--- src/rtl/counter8_seq_if.sv ---
// Job command channel into the counter sequencer: valid/ready handshake plus job fields.
interface counter8_seq_if #(
  parameter int WIDTH = 8,
  parameter int LEN_W = 8
);
  logic             CMD_VALID;
  logic             CMD_READY;
  logic             CMD_DIR;
  logic [WIDTH-1:0] CMD_START;
  logic [LEN_W-1:0] CMD_LEN;

  modport master (output CMD_VALID, CMD_DIR, CMD_START, CMD_LEN, input  CMD_READY);
  modport slave  (input  CMD_VALID, CMD_DIR, CMD_START, CMD_LEN, output CMD_READY);
endinterface

--- src/rtl/counter8_seq.sv ---
// Sequencer that runs one load/count/check job on an external 8-bit up/down counter
// and verifies the counter's final value against start +/- len.
module counter8_seq #(
  parameter int WIDTH = 8,
  parameter int LEN_W = 8
) (
  input  logic             CLK,
  input  logic             RESETn,
  counter8_seq_if.slave    cmd,
  input  logic             PAUSE,
  input  logic             ABORT,
  input  logic [WIDTH-1:0] CNT_DOUT,
  output logic             MODE_SEL,
  output logic             LOAD,
  output logic [WIDTH-1:0] DIN,
  output logic             INC_START,
  output logic             INC_END,
  output logic             DEC_START,
  output logic             DEC_END,
  output logic             HOLD,
  output logic             CLR,
  output logic             BUSY,
  output logic             DONE,
  output logic             MISMATCH,
  output logic             ABORTED
);
  typedef enum logic [2:0] {S_IDLE, S_LOAD, S_ARM, S_RUN, S_STOP, S_CHECK} state_t;

  state_t           state, state_nx;
  logic             dir_q;
  logic [WIDTH-1:0] start_q, exp_q, len_ext;
  logic [LEN_W-1:0] len_q, rem_q, rem_nx;
  logic             accept, abort_take;

  assign accept     = (state == S_IDLE) & cmd.CMD_VALID;
  assign abort_take = (state != S_IDLE) & ABORT;
  assign len_ext    = WIDTH'(cmd.CMD_LEN);

  assign cmd.CMD_READY = (state == S_IDLE);
  assign BUSY          = (state != S_IDLE);
  assign MODE_SEL      = dir_q;  // dir_q only changes on accept, so it holds through IDLE
  assign DIN           = start_q;
  assign HOLD          = PAUSE & (state == S_RUN);

  always_ff @(posedge CLK or negedge RESETn) begin
    if (!RESETn) begin
      state   <= S_IDLE;
      dir_q   <= 1'b0;
      start_q <= '0;
      len_q   <= '0;
      exp_q   <= '0;
      rem_q   <= '0;
    end else begin
      state <= state_nx;
      rem_q <= rem_nx;
      if (accept) begin
        dir_q   <= cmd.CMD_DIR;
        start_q <= cmd.CMD_START;
        len_q   <= cmd.CMD_LEN;
        exp_q   <= cmd.CMD_DIR ? cmd.CMD_START + len_ext : cmd.CMD_START - len_ext;
      end
    end
  end

  always_comb begin
    state_nx  = state;
    rem_nx    = rem_q;
    LOAD      = 1'b0;
    INC_START = 1'b0;
    INC_END   = 1'b0;
    DEC_START = 1'b0;
    DEC_END   = 1'b0;
    CLR       = 1'b0;
    DONE      = 1'b0;
    MISMATCH  = 1'b0;
    ABORTED   = 1'b0;
    case (state)
      S_IDLE:  if (cmd.CMD_VALID) state_nx = S_LOAD;
      S_LOAD: begin
        LOAD     = 1'b1;
        state_nx = (len_q == '0) ? S_CHECK : S_ARM;
      end
      S_ARM: begin
        INC_START = dir_q;
        DEC_START = ~dir_q;
        rem_nx    = len_q - LEN_W'(1);
        state_nx  = (len_q == LEN_W'(1)) ? S_STOP : S_RUN;
      end
      // rem counts the unpaused RUN cycles left; STOP supplies the final step
      S_RUN: begin
        if (!PAUSE) begin
          rem_nx = rem_q - LEN_W'(1);
          if (rem_q == LEN_W'(1)) state_nx = S_STOP;
        end
      end
      S_STOP: begin
        INC_END  = dir_q;
        DEC_END  = ~dir_q;
        state_nx = S_CHECK;
      end
      S_CHECK: begin
        DONE     = 1'b1;
        MISMATCH = (CNT_DOUT != exp_q);
        state_nx = S_IDLE;
      end
      default: state_nx = S_IDLE;
    endcase
    // Abort overrides any pulse scheduled for this cycle; the counter clear wipes its state.
    if (abort_take) begin
      LOAD      = 1'b0;
      INC_START = 1'b0;
      INC_END   = 1'b0;
      DEC_START = 1'b0;
      DEC_END   = 1'b0;
      DONE      = 1'b0;
      MISMATCH  = 1'b0;
      CLR       = 1'b1;
      ABORTED   = 1'b1;
      state_nx  = S_IDLE;
    end
  end
endmodule

--- src/flat_wrapper.sv ---
// flat-port wrapper written by rule: the top's interface ports become plain ports
module counter8_seq_flat 
#(
  parameter int WIDTH = 8,
  parameter int LEN_W = 8
)
  (CLK, RESETn, PAUSE, ABORT, CNT_DOUT, MODE_SEL, LOAD, DIN, INC_START, INC_END, DEC_START, DEC_END, HOLD, CLR, BUSY, DONE, MISMATCH, ABORTED, cmd_CMD_VALID, cmd_CMD_DIR, cmd_CMD_START, cmd_CMD_LEN, cmd_CMD_READY);
  counter8_seq_if #(.WIDTH(WIDTH), .LEN_W(LEN_W)) cmd_i ();
  input  logic CLK;
  input  logic RESETn;
  input  logic PAUSE;
  input  logic ABORT;
  input  logic [WIDTH-1:0] CNT_DOUT;
  output logic MODE_SEL;
  output logic LOAD;
  output logic [WIDTH-1:0] DIN;
  output logic INC_START;
  output logic INC_END;
  output logic DEC_START;
  output logic DEC_END;
  output logic HOLD;
  output logic CLR;
  output logic BUSY;
  output logic DONE;
  output logic MISMATCH;
  output logic ABORTED;
  input wire logic [$bits(cmd_i.CMD_VALID)-1:0] cmd_CMD_VALID;
  input wire logic [$bits(cmd_i.CMD_DIR)-1:0] cmd_CMD_DIR;
  input wire logic [$bits(cmd_i.CMD_START)-1:0] cmd_CMD_START;
  input wire logic [$bits(cmd_i.CMD_LEN)-1:0] cmd_CMD_LEN;
  output wire logic [$bits(cmd_i.CMD_READY)-1:0] cmd_CMD_READY;
  assign cmd_i.CMD_VALID = cmd_CMD_VALID;
  assign cmd_i.CMD_DIR = cmd_CMD_DIR;
  assign cmd_i.CMD_START = cmd_CMD_START;
  assign cmd_i.CMD_LEN = cmd_CMD_LEN;
  assign cmd_CMD_READY = cmd_i.CMD_READY;
  counter8_seq #(.WIDTH(WIDTH), .LEN_W(LEN_W)) u_core (.CLK(CLK), .RESETn(RESETn), .cmd(cmd_i), .PAUSE(PAUSE), .ABORT(ABORT), .CNT_DOUT(CNT_DOUT), .MODE_SEL(MODE_SEL), .LOAD(LOAD), .DIN(DIN), .INC_START(INC_START), .INC_END(INC_END), .DEC_START(DEC_START), .DEC_END(DEC_END), .HOLD(HOLD), .CLR(CLR), .BUSY(BUSY), .DONE(DONE), .MISMATCH(MISMATCH), .ABORTED(ABORTED));
endmodule
--- config.mk ---
export PLATFORM = sky130hd
export DESIGN_NAME = counter8_seq_flat
export DESIGN_NICKNAME = d
export VERILOG_FILES = /design/src/rtl/counter8_seq_if.sv /design/src/rtl/counter8_seq.sv /design/src/flat_wrapper.sv
export SDC_FILE = /design/constraint.sdc
export NUM_CORES = 1
export LEC_CHECK = 0
export CAP_MARGIN = 20
export CORE_ASPECT_RATIO = 1.5
export CORE_MARGIN = 2
export CORE_UTILIZATION = 31
export DETAILED_ROUTE_END_ITERATION = 8
export HOLD_SLACK_MARGIN = 0.06
export PLACE_DENSITY = 0.6
export SLEW_MARGIN = 20
export SYNTH_ARGS = -nofsm -noshare
export SYNTH_HDL_FRONTEND = slang
export SYNTH_SLANG_ARGS = --single-unit
export TNS_END_PERCENT = 100
--- constraint.sdc ---
create_clock -name CLK -period 3.5 [get_ports CLK]
set_clock_uncertainty 0.1 [all_clocks]
set_input_delay 0.525 -clock CLK [delete_from_list [all_inputs] [get_ports CLK]]
set_output_delay 0.525 -clock CLK [all_outputs]
set_load 0.02 [all_outputs]
== Yosys cells after proc, flatten, opt, wreduce, memory -nomap -nowiden ==
Index checks and enable logic that the tools add are counted.
Storage, ports and cells
  bits in registers: 36
  bits in read-only memories: 0
  output and inout bits: 21
  input port bits: 30
  latch bits: 0
  RAM bits: 0
  memories: 0
  logic and storage cells: 57
Cells by class
  div/mod/pow operators: 0
  magnitude comparators: 0
  reduce and logical (&&, ||, !) cells: 6
  mux-type cells: 25
  equality and inequality tests: 12
  add/subtract/negate cells: 4
  bitwise operators: 4
  multiply operators: 0
  shift operators: 0
Operators with widths (count)
  3-bit two-way mux: 6
  8-bit by 1-bit equality test with 1-bit output, second input constant: 2
  8-bit two-way mux: 2
  8-bit one-hot mux with 2 select lines: 1
  8-bit by 1-bit subtractor with 8-bit output, second input constant: 2
  1-bit two-way mux: 15
  3-bit one-hot mux with 5 select lines: 1
  3-bit by 2-bit inequality test with 1-bit output, second input constant: 3
  8-bit adder: 1
  8-bit zero test: 1
  8-bit inequality test: 1
  8-bit subtractor: 1
  3-bit by 2-bit equality test with 1-bit output, second input constant: 2
  3-bit equality test, second input constant: 2
  1-bit AND: 3
  3-bit by 1-bit equality test with 1-bit output, second input constant: 1
  3-bit zero test: 1
  3-bit AND reduction: 1
  3-bit nonzero test: 1
  2-bit inequality test, second input constant: 1
  2-bit AND reduction: 1
  2-bit nonzero test: 1
  1-bit NOT: 1

== Depth between registers and ports, before layout ==
Gate-level depths: netlist of run 1.
  depth after elaboration: 5
  depth in mapped cells: 10
  depth with buffers taken out: 10

== Worst setup path before layout of run 1 ==
Ideal clock, no wire load.
  path kind: input to output
  from: input port ABORT
  to: output port MISMATCH
  path buffers: 1
  setup slack: 0.804 ns
  data arrival time: 2.071 ns
  required time: 2.875 ns
  stages: 3
  cell sequence: clkbuf_1 -> nor4bb_1 -> a21boi_0
Between the ends
  longest elaborated chain between the ends: 2
Ends and longest elaborated chain
  start: declaration: RTL line flat_wrapper.sv:12  | input logic ABORT;
  1-bit AND: RTL line counter8_seq.sv:36  | assign abort_take = (state != S_IDLE) & ABORT;
  1-bit two-way mux: RTL line counter8_seq.sv:109  | if (abort_take) begin
  end: declaration: RTL line flat_wrapper.sv:25  | output logic MISMATCH;
No other way between the ends.

== Worst setup path after layout of run 1 ==
  from: register u_core.state[2]
  to: output port INC_START
Between the ends
  longest elaborated chain between the ends: 3
  elaborated cells between the ends (all ways): 5
  those cells by class: eq/ne: 1; mux: 2; bitwise: 1; reduce/logical: 1
Ends and longest elaborated chain
  start: declaration: RTL line counter8_seq.sv:29  | state_t state, state_nx;
  start signal: assignment: RTL line counter8_seq.sv:54  | state <= state_nx;
  3-bit by 2-bit equality test with 1-bit output / 3-bit nonzero test (equally long branches): RTL line counter8_seq.sv:77, counter8_seq.sv:36
  1-bit two-way mux / 1-bit AND (equally long branches): RTL line counter8_seq.sv:77, counter8_seq.sv:36
  1-bit two-way mux *: RTL line counter8_seq.sv:109
  end: declaration: RTL line flat_wrapper.sv:17  | output logic INC_START;
Mark *: on every way between the ends. The rest lies on a longest branch, timed or not.

==> results of run 1 <==
[flip-flops by register name, indices dropped and copies added (netlist names)]
register / count
u_core.DIN: 8
u_core.exp_q: 8
u_core.len_q: 8
u_core.rem_q: 8
u_core.state: 3
u_core.MODE_SEL: 1
[power by group]
group / switching [W] / internal [W]
combinational: 0.000675 / 0.000576
clock: 0.000167 / 0.000280
sequential: 0.000217 / 0.000616
total: 0.00106 / 0.00147
[worst paths after layout]
kind / cells past startpoint / to / start / slack (ns)
max: 5 / INC_START / u_core.state[2]$_DFFE_PN0P_ / 0.48
min: 2 / u_core.DIN[5]$_DFFE_PN0P_ / u_core.DIN[5]$_DFFE_PN0P_ / 0.37
max reg2reg: 5 / u_core.exp_q[6]$_DFFE_PN0P_ / u_core.state[2]$_DFFE_PN0P_ / 1.28
min reg2reg: 2 / u_core.DIN[5]$_DFFE_PN0P_ / u_core.DIN[5]$_DFFE_PN0P_ / 0.37
max in group asynchronous: 2 / u_core.DIN[2]$_DFFE_PN0P_ / RESETn / 2.38
min in group asynchronous: 2 / u_core.DIN[7]$_DFFE_PN0P_ / RESETn / 0.58
[synthesized netlist by cell type, drive strengths merged (2+ instances only)]
cell	n
a31oi	4
nand3b	2
o22ai	4
nand2	66
clkbuf	11
or3	2
nand2b	2
a211o	2
ha	13
a21oi	10
nor4b	3
and2	2
o21a	2
buf	3
o211ai	3
xnor2	8
a22o	2
xor2	18
nor4	5
nor2b	2
inv	10
a21o	3
o21ai	19
dfrtp	36
nor3	12
and3	2
nor3b	3
nor2	13
nand3	4
[critical path: cells and delay by family, from the launching register on]
family | cells | cell delay (ns)
AND/OR/NAND/NOR | 4 | 0.95
buffers and inverters | 1 | 0.63
flip-flops | 1 | 0.54
[cell type report]
type / instances / share of cell area [%]
tap: 102 / 4.02
sequential: 36 / 28.4
clock inverter: 2 / 0.316
multi-input combinational: 224 / 44.5
inverter: 10 / 1.18
timing repair buffer: 56 / 17.2
clock buffer: 6 / 4.38
[cell families (layout without fill, tap and decap cells)]
group / Yosys count / count (layout) / share of synthesized area [%]
buffers and inverters: 24 / 74 / 4.40
XOR/XNOR: 26 / 26 / 9.42
multiplexers: 2 / 2 / 0.879
AND/OR/NAND/NOR: 122 / 122 / 24.6
flip-flops: 36 / 36 / 37.2
AO/OA/AOI/OAI: 60 / 60 / 15.9
adder cells (fa/ha/maj): 14 / 14 / 7.55
[routing by layer]
metal | part of all wire (%) | routed length [um] | global-route usage (%) | vias to the layer above
met3 | 3.6 | 222 | 2.41 | 4
met5 | 0 | 0 | 0 | -
met2 | 58 | 3590 | 30.8 | 38
met1 | 37 | 2320 | 15.2 | 1035
li1 | - | - | - | 1084
met4 | 1.1 | 70 | 4.00 | 0
[stage by stage]
step                hold WS (ns)  worst slack (ns)  utilization [%]  instance area, um2  cells
finish                     0.372             0.476             41.7                3170    436
global route               0.410             0.396             41.7                3170    436
CTS                        0.376             0.489             41.7                3170    436
detailed placement         0.362             0.283             39.7                3020    428
global placement           0.360             0.346             39.7                3020    428
floorplan                  0.129             0.804                -                2420    284
==> metrics, run 1 <==
P per Cell Area=798 nW/um2; Hold WC Path Type=flop to flop; DRT Pass-1 Iters=4; Resized Gates After CTS=0; CTS H-tree lvls=2; Layout area overhead=31.1%; fillcell total=785; Post-synth top flop=dfrtp_1; drt drc=0; critical path peak fanout=12; worst-path cell chain=and2b_4 > nand2_4 > nand3_1 > nor3b_1 > clkdlybuf4s50_1; setup TNS=0 ns; number of synthesized register bits=36; MaxCap Viol Count=0; gr ovfl total=0; crit start category=flop; ANT cells=0; via count=2,161; layout cells sized above 1=6.89%; vias in the first global route=2,182; fin. max-slew vios=0; Syn Inst Count=284; die width=76.1 um; Crit path arrival time=2.40 ns; TritonCTS Buffers=5; Synth warnings=0; Final #Nets=377; Final Hold Viols=0; CTS tree=built; Tot Pwr=0.00253 W; Reg clk slew, reported paths=0.06 ns; ranking of synthesized cells by area=dfrtp_1 37%, nand2_1 10%, ha_1 6.7%; Post-synth EDFFs=0; area share of the largest cell type after synthesis=37.2%; IO Port Bufs=50; post-synth net total=328; actual slew at the worst max-slew pin=0.710 ns; I/O pins=51; Antenna Nets Post-Route=0; WL/cell=14.2 um; Worst EP required=2.87 ns; core area=7610 um2; CTS Sinks=36; die area=8540 um2; RePlAce Congestion=0.843; Initial Utilization=31.8%; DP Wirelength=4.89 mm; register area=901 um2; total track usage=14.9%; RSZ-0062 raised after global routing=false; ys async rst share=100%; most common cell after layout, fill and taps aside=nand2_1; status=finished, final reports clean; Std-Cell Rows=39; LEAKAGE=1.41 nW; Synth area leader=dfrtp_1; CP max stage delay=0.63 ns; critical path class=flop to output pin; post-synth cell types=51; worst-skew pair later-pin latency=0.28 ns; via density per instance=4.96; Hold-fix buffers, CTS=0; Worst slew margin=52.6%; largest net degree at the start of global routing=37; Max rail drop VDD=236 uV; first-pass GRT wire length=10.2 mm; Die Ht=112 um; most frequent cells in the layout=65 x nand2_1, 50 x clkdlybuf4s50_1, 36 x dfrtp_1, 19 x o21ai_0, 18 x xor2_1; fmax=0.331 GHz; WL final=6.20 mm; setup bufs post-CTS=0; Tcrit/Tclk final=86.4%; Synth Cell Area=2420 um2; Critical Path End Type=output pin; Final setup viols=0; CP max stage cell=clkdlybuf4s50_1; post-synthesis sequential area ratio=37.2%; Syn Area/Cell=8.52 um2; worst-case clock buffer depth=2; clock root cell=clkbuf_16; initial DRC count=119; initial antenna violation count=0; area of the multi-input gates=1410 um2; min cycle time layout=3.02 ns
Power figures use the tool's default switching activity.
==> inputs of run 2 (changes only) <==
- CORE_UTILIZATION: 31 -> 45
- PLACE_DENSITY: 0.6 -> 0.79
==> run 2 against run 1 <==
Effect of this change:
- utilization is 18 points higher
- critical endpoint unchanged
- highest routed layer unchanged
- largest power group unchanged
- fmax is 0.64% lower
- sequential share of layout area is 1.0 points higher
- wire length is 8.0% lower
- critical path type unchanged
- largest cell class unchanged
- via count is 1.3% lower
==> metrics, run 2 (same netlist as run 1, synthesis figures left out) <==
critical path peak fanout=12 (unchanged); IO Port Bufs=50 (unchanged); CP max stage delay=0.64 ns (about the same); die area=5990 um2 (-30%); core area=5160 um2 (-32%); worst r2r src=u_core.state[1]$_DFFE_PN0P_; initial antenna violation count=0 (unchanged); min cycle time layout=3.04 ns (+0.0196 ns); Hold WC Path Type=flop to flop; HP Start=u_core.DIN[7]$_DFFE_PN0P_; ANT cells=0 (unchanged); Max rail drop VDD=381 uV (+62%); TritonCTS Buffers=5 (unchanged); Antenna Nets Post-Route=0 (unchanged); largest net degree at the start of global routing=37 (unchanged); Tcrit/Tclk final=86.9% (+0.56 points); worst hold slack=0.378 ns (+0.00595 ns); drt drc=0 (unchanged); actual slew at the worst max-slew pin=0.673 ns (-0.0373 ns); worst-skew pair later-pin latency=0.28 ns (about the same); Std-Cell Rows=32 (-18%); Core Util, Final=59.3% (+18 points); Hold Path Depth=2 (unchanged); layout cells sized above 1=6.04% (-0.84 points); DP Wirelength=4.34 mm (-11%); worst-path cell chain=and2b_4 > nand2_4 > nand3_1 > nor3b_1 > clkdlybuf4s50_1; Reg clk slew, reported paths=0.07 ns (about the same); register-to-register setup slack=1.24 ns (-0.04 ns); initial DRC count=89 (-25%); Worst slew margin=55.1% (+2.5 points); fillcell total=477 (-39%); Die Ht=93.8 um (-16%); crit start category=flop; Hold Path Sink=u_core.DIN[7]$_DFFE_PN0P_; worst-case clock buffer depth=2 (unchanged); RePlAce Congestion=0.911 (+8.1%); fin. max-slew vios=0 (unchanged); r2r endpoint=u_core.exp_q[6]$_DFFE_PN0P_; fmax=0.329 GHz (-0.64%); status=finished, final reports clean; setup TNS=0 ns (unchanged); critical path class=flop to output pin; via count=2,133 (-1.3%); Final Hold Viols=0 (unchanged); Final setup viols=0 (unchanged); CP max stage cell=clkdlybuf4s50_1; Initial Utilization=46.8% (+15 points); Hold-fix buffers, CTS=0 (unchanged); most frequent cells in the layout=65 x nand2_1, 50 x clkdlybuf4s50_1, 36 x dfrtp_1, 19 x o21ai_0, 18 x xor2_1; total track usage=20.8% (+5.9 points); Layout area overhead=26.6%; clock root cell=clkbuf_8; CTS H-tree lvls=2 (unchanged); CTS Sinks=36 (unchanged); RSZ-0062 raised after global routing=false; Resized Gates After CTS=0 (unchanged); LEAKAGE=1.37 nW (-2.6%); vias in the first global route=2,165 (-0.78%); gr ovfl total=0 (unchanged); DRT Pass-1 Iters=4 (unchanged); first-pass GRT wire length=9.85 mm (-3.3%); die width=63.9 um (-16%); P per Cell Area=777 nW/um2 (-2.6%); most common cell after layout, fill and taps aside=nand2_1; Tot Pwr=0.00238 W (-6.0%); CTS tree=built; setup bufs post-CTS=0 (unchanged); Crit path arrival time=2.42 ns (+0.02 ns); Worst EP required=2.87 ns (about the same); Final #Nets=375 (-0.53%); worst r2r path cells=5 (unchanged); WL/cell=14.3 um (+0.55%); WL final=5.70 mm (-8.0%); Critical Path End Type=output pin; via density per instance=5.35 (+7.9%); I/O pins=51 (unchanged); MaxCap Viol Count=0 (unchanged)
run 2: final cells by class:
cell class,instances,area (um2),share of cell area [%]
clock buffer,7,96.3,3.15
timing repair buffer,54,531,17.3
tap,68,85.1,2.78
multi-input combinational,224,1410,46.1
inverter,10,37.5,1.23
sequential,36,901,29.4
run 2: per-layer routing:
metal	share of wire (%)	track usage (%)	routed length, um
met1	40	23.7	2260
met2	55	38.5	3150
met3	3.5	3.96	201
met4	1.5	6.52	87
met5	0	0	0
run 2: worst max-delay path by stage:
stage	from	endpoint	cells past startpoint
after global placement	cmd_CMD_LEN[0]	u_core.exp_q[6]$_DFFE_PN0P_	10
after global routing	u_core.state[2]$_DFFE_PN0P_	INC_START	5
after detailed placement	cmd_CMD_LEN[0]	u_core.exp_q[6]$_DFFE_PN0P_	10
after floorplan	ABORT	MISMATCH	3
final	u_core.state[2]$_DFFE_PN0P_	INC_START	5
after CTS	u_core.state[2]$_DFFE_PN0P_	INC_START	5
run 2: report_power, final:
group          switching [W]  internal (W)  leakage, nW
clock network       0.000140      0.000175       0.0503
logic               0.000669      0.000570        0.872
registers           0.000210      0.000615        0.448
total                0.00102       0.00136         1.37
run 2: worst max-delay path, delay by kind of cell, from the launching register on:
family,cells,cell delay [ns]
buffers and inverters,1,0.64
DFF,1,0.54
and+or+nand+nor,4,0.96
run 2: per-stage QoR:
| step | area (um2) | worst slack (ns) | std cells |
|---|---|---|---|
| after detailed placement | 2970 | 0.248 | 392 |
| after global placement | 2970 | 0.351 | 392 |
| after floorplan | 2420 | 0.804 | 284 |
| final | 3060 | 0.457 | 399 |
| after global routing | 3060 | 0.272 | 399 |
| after CTS | 3060 | 0.450 | 399 |
==> inputs of run 3 (changes only) <==
- PLACE_DENSITY: 0.79 -> 0.76
==> run 3 against run 2 <==
Effect of this change:
- die area unchanged
- utilization up 0.44 points
- cell area up 0.74%
- sequential share of layout area down 0.21 points
- first-iteration DRC count up 63%
- worst setup slack worse by 0.037 ns
- hold slack about the same
- critical path depth unchanged
- critical endpoint unchanged
==> metrics, run 3 (same netlist as run 1, synthesis figures left out) <==
setup TNS=0 ns (unchanged); Final Cell Area=3080 um2 (+0.74%); Die Ht=93.8 um (unchanged); RePlAce Congestion=0.831 (-8.8%); fin worst setup slack=0.420 ns (-0.0369 ns); drt drc=0 (unchanged); LEAKAGE=1.38 nW (+0.63%); Crit path arrival time=2.46 ns (+0.04 ns); status=finished, final reports clean; Reg clk slew, reported paths=0.07 ns (about the same); I/O pins=51 (unchanged); Worst slew margin=52.6% (-2.5 points); via count=2,212 (+3.7%); Tcrit/Tclk final=88.0% (+1.1 points); IO Port Bufs=50 (unchanged); CTS Sinks=36 (unchanged); Std-Cell Rows=32 (unchanged); Layout area overhead=27.5%; Worst Setup SP=u_core.state[2]$_DFFE_PN0P_; clock root cell=clkbuf_8; most frequent cells in the layout=65 x nand2_1, 50 x clkdlybuf4s50_1, 36 x dfrtp_1, 19 x o21ai_0, 18 x xor2_1; most common cell after layout, fill and taps aside=nand2_1; Final setup viols=0 (unchanged); Hold-fix buffers, CTS=0 (unchanged); Worst EP required=2.87 ns (about the same); CP max stage delay=0.64 ns (about the same); area post-placement=2970 um2 (+0.25%); Critical Path End Type=output pin; pre-CTS setup slack=0.277 ns (+0.0292 ns); DRT Pass-1 Iters=4 (unchanged); Hold WC Path Type=flop to flop; CTS tree=built; worst r2r src=u_core.state[1]$_DFFE_PN0P_; critical path peak fanout=12 (unchanged); actual slew at the worst max-slew pin=0.711 ns (+0.0382 ns); ANT cells=0 (unchanged); Initial Utilization=46.8% (unchanged); critical path class=flop to output pin; die width=63.9 um (unchanged); first-pass GRT wire length=10.1 mm (+3.0%); vias in the first global route=2,214 (+2.3%); crit start category=flop; gr ovfl total=0 (unchanged); worst-path cell chain=and2b_4 > nand2_4 > nand3_1 > nor3b_1 > clkdlybuf4s50_1; setup bufs post-CTS=0 (unchanged); layout cells sized above 1=6.61% (+0.56 points); initial DRC count=145 (+63%); worst-case clock buffer depth=2 (unchanged); min cycle time layout=3.08 ns (+0.0369 ns); WL/cell=14.8 um (+3.5%); Worst Setup EP=INC_START; RSZ-0062 raised after global routing=false; CTS H-tree lvls=2 (unchanged); MaxCap Viol Count=0 (unchanged); r2r endpoint=u_core.exp_q[6]$_DFFE_PN0P_; worst r2r path cells=5 (unchanged); Max rail drop VDD=396 uV (+4.1%); P per Cell Area=795 nW/um2 (+2.2%); initial antenna violation count=0 (unchanged); die area=5990 um2 (unchanged); DP Wirelength=4.42 mm (+1.9%); fin. max-slew vios=0 (unchanged); largest net degree at the start of global routing=37 (unchanged); TritonCTS Buffers=5 (unchanged); WL final=5.93 mm (+4.0%); Final Hold Viols=0 (unchanged); core area=5160 um2 (unchanged); via density per instance=5.52 (+3.2%); Final #Nets=376 (+0.27%); worst hold slack=0.378 ns (-0.000112 ns); register-to-register setup slack=1.25 ns (about the same); Resized Gates After CTS=0 (unchanged); total track usage=21.4% (+0.64 points); fmax=0.325 GHz (-1.2%); worst-skew pair later-pin latency=0.29 ns (about the same); Antenna Nets Post-Route=0 (unchanged); CP max stage cell=clkdlybuf4s50_1
-- run 3: cell count changes in the layout (fill, tap and decap cells not counted), sizes merged --
cell | before | now
buf | 4 | 5
bufinv | 0 | 1
clkinv | 0 | 1
clkbuf | 7 | 5
clkinvlp | 0 | 1
-- run 3: through the flow --
stage / util [%] / std cells / power (W)
6_report: 59.7 / 401 / 0.00245
5_1_grt: 59.7 / 401 / 0.00265
4_1_cts: 59.7 / 401 / 0.00246
3_5_place_dp: 57.6 / 393 / 0.00208
3_3_place_gp: 57.6 / 393 / 0.00204
2_1_floorplan: - / 284 / 0.00167
-- run 3: power breakdown --
part,internal (W),switching (W),total (W)
Sequential,0.000614,0.000218,0.000832
Clock,0.000211,0.000157,0.000368
Combinational,0.000571,0.000680,0.00125
-- run 3: worst max-delay path: cells and delay by family (launching register included) --
| kind | cells | cell delay, ns |
|---|---|---|
| buf+inv | 1 | 0.64 |
| flops | 1 | 0.54 |
| simple gates | 4 | 0.99 |
-- run 3: routing by layer --
layer / track usage, % / part of all wire [%] / up-vias
met2: 38.2 / 54 / 79
met5: 0 / 0 / -
li1: - / - / 1079
met4: 7.43 / 2.1 / 0
met1: 25.1 / 39 / 1041
met3: 4.56 / 4.9 / 13
-- run 3: final cells by class --
class                      count  area, um2
clock buffer                   5       68.8
tap                           68       85.1
clock inverter                 3       42.5
multi-input combinational    224       1410
fill                         468       2080
timing repair buffer          55        538
inverter                      10       37.5
sequential                    36        901
-- run 3: how the worst min path moves through the flow --
stage                                   start                   endpoint  slack [ns]  cells past startpoint
floorplan                              RESETn  u_core.DIN[0]$_DFFE_PN0P_        0.13                      0
global placement    u_core.DIN[4]$_DFFE_PN0P_  u_core.DIN[4]$_DFFE_PN0P_        0.36                      2
detailed placement  u_core.DIN[2]$_DFFE_PN0P_  u_core.DIN[2]$_DFFE_PN0P_        0.36                      2
CTS                 u_core.DIN[7]$_DFFE_PN0P_  u_core.DIN[7]$_DFFE_PN0P_        0.38                      2
global route        u_core.DIN[3]$_DFFE_PN0P_  u_core.DIN[3]$_DFFE_PN0P_        0.40                      2
finish              u_core.DIN[7]$_DFFE_PN0P_  u_core.DIN[7]$_DFFE_PN0P_        0.38                      2
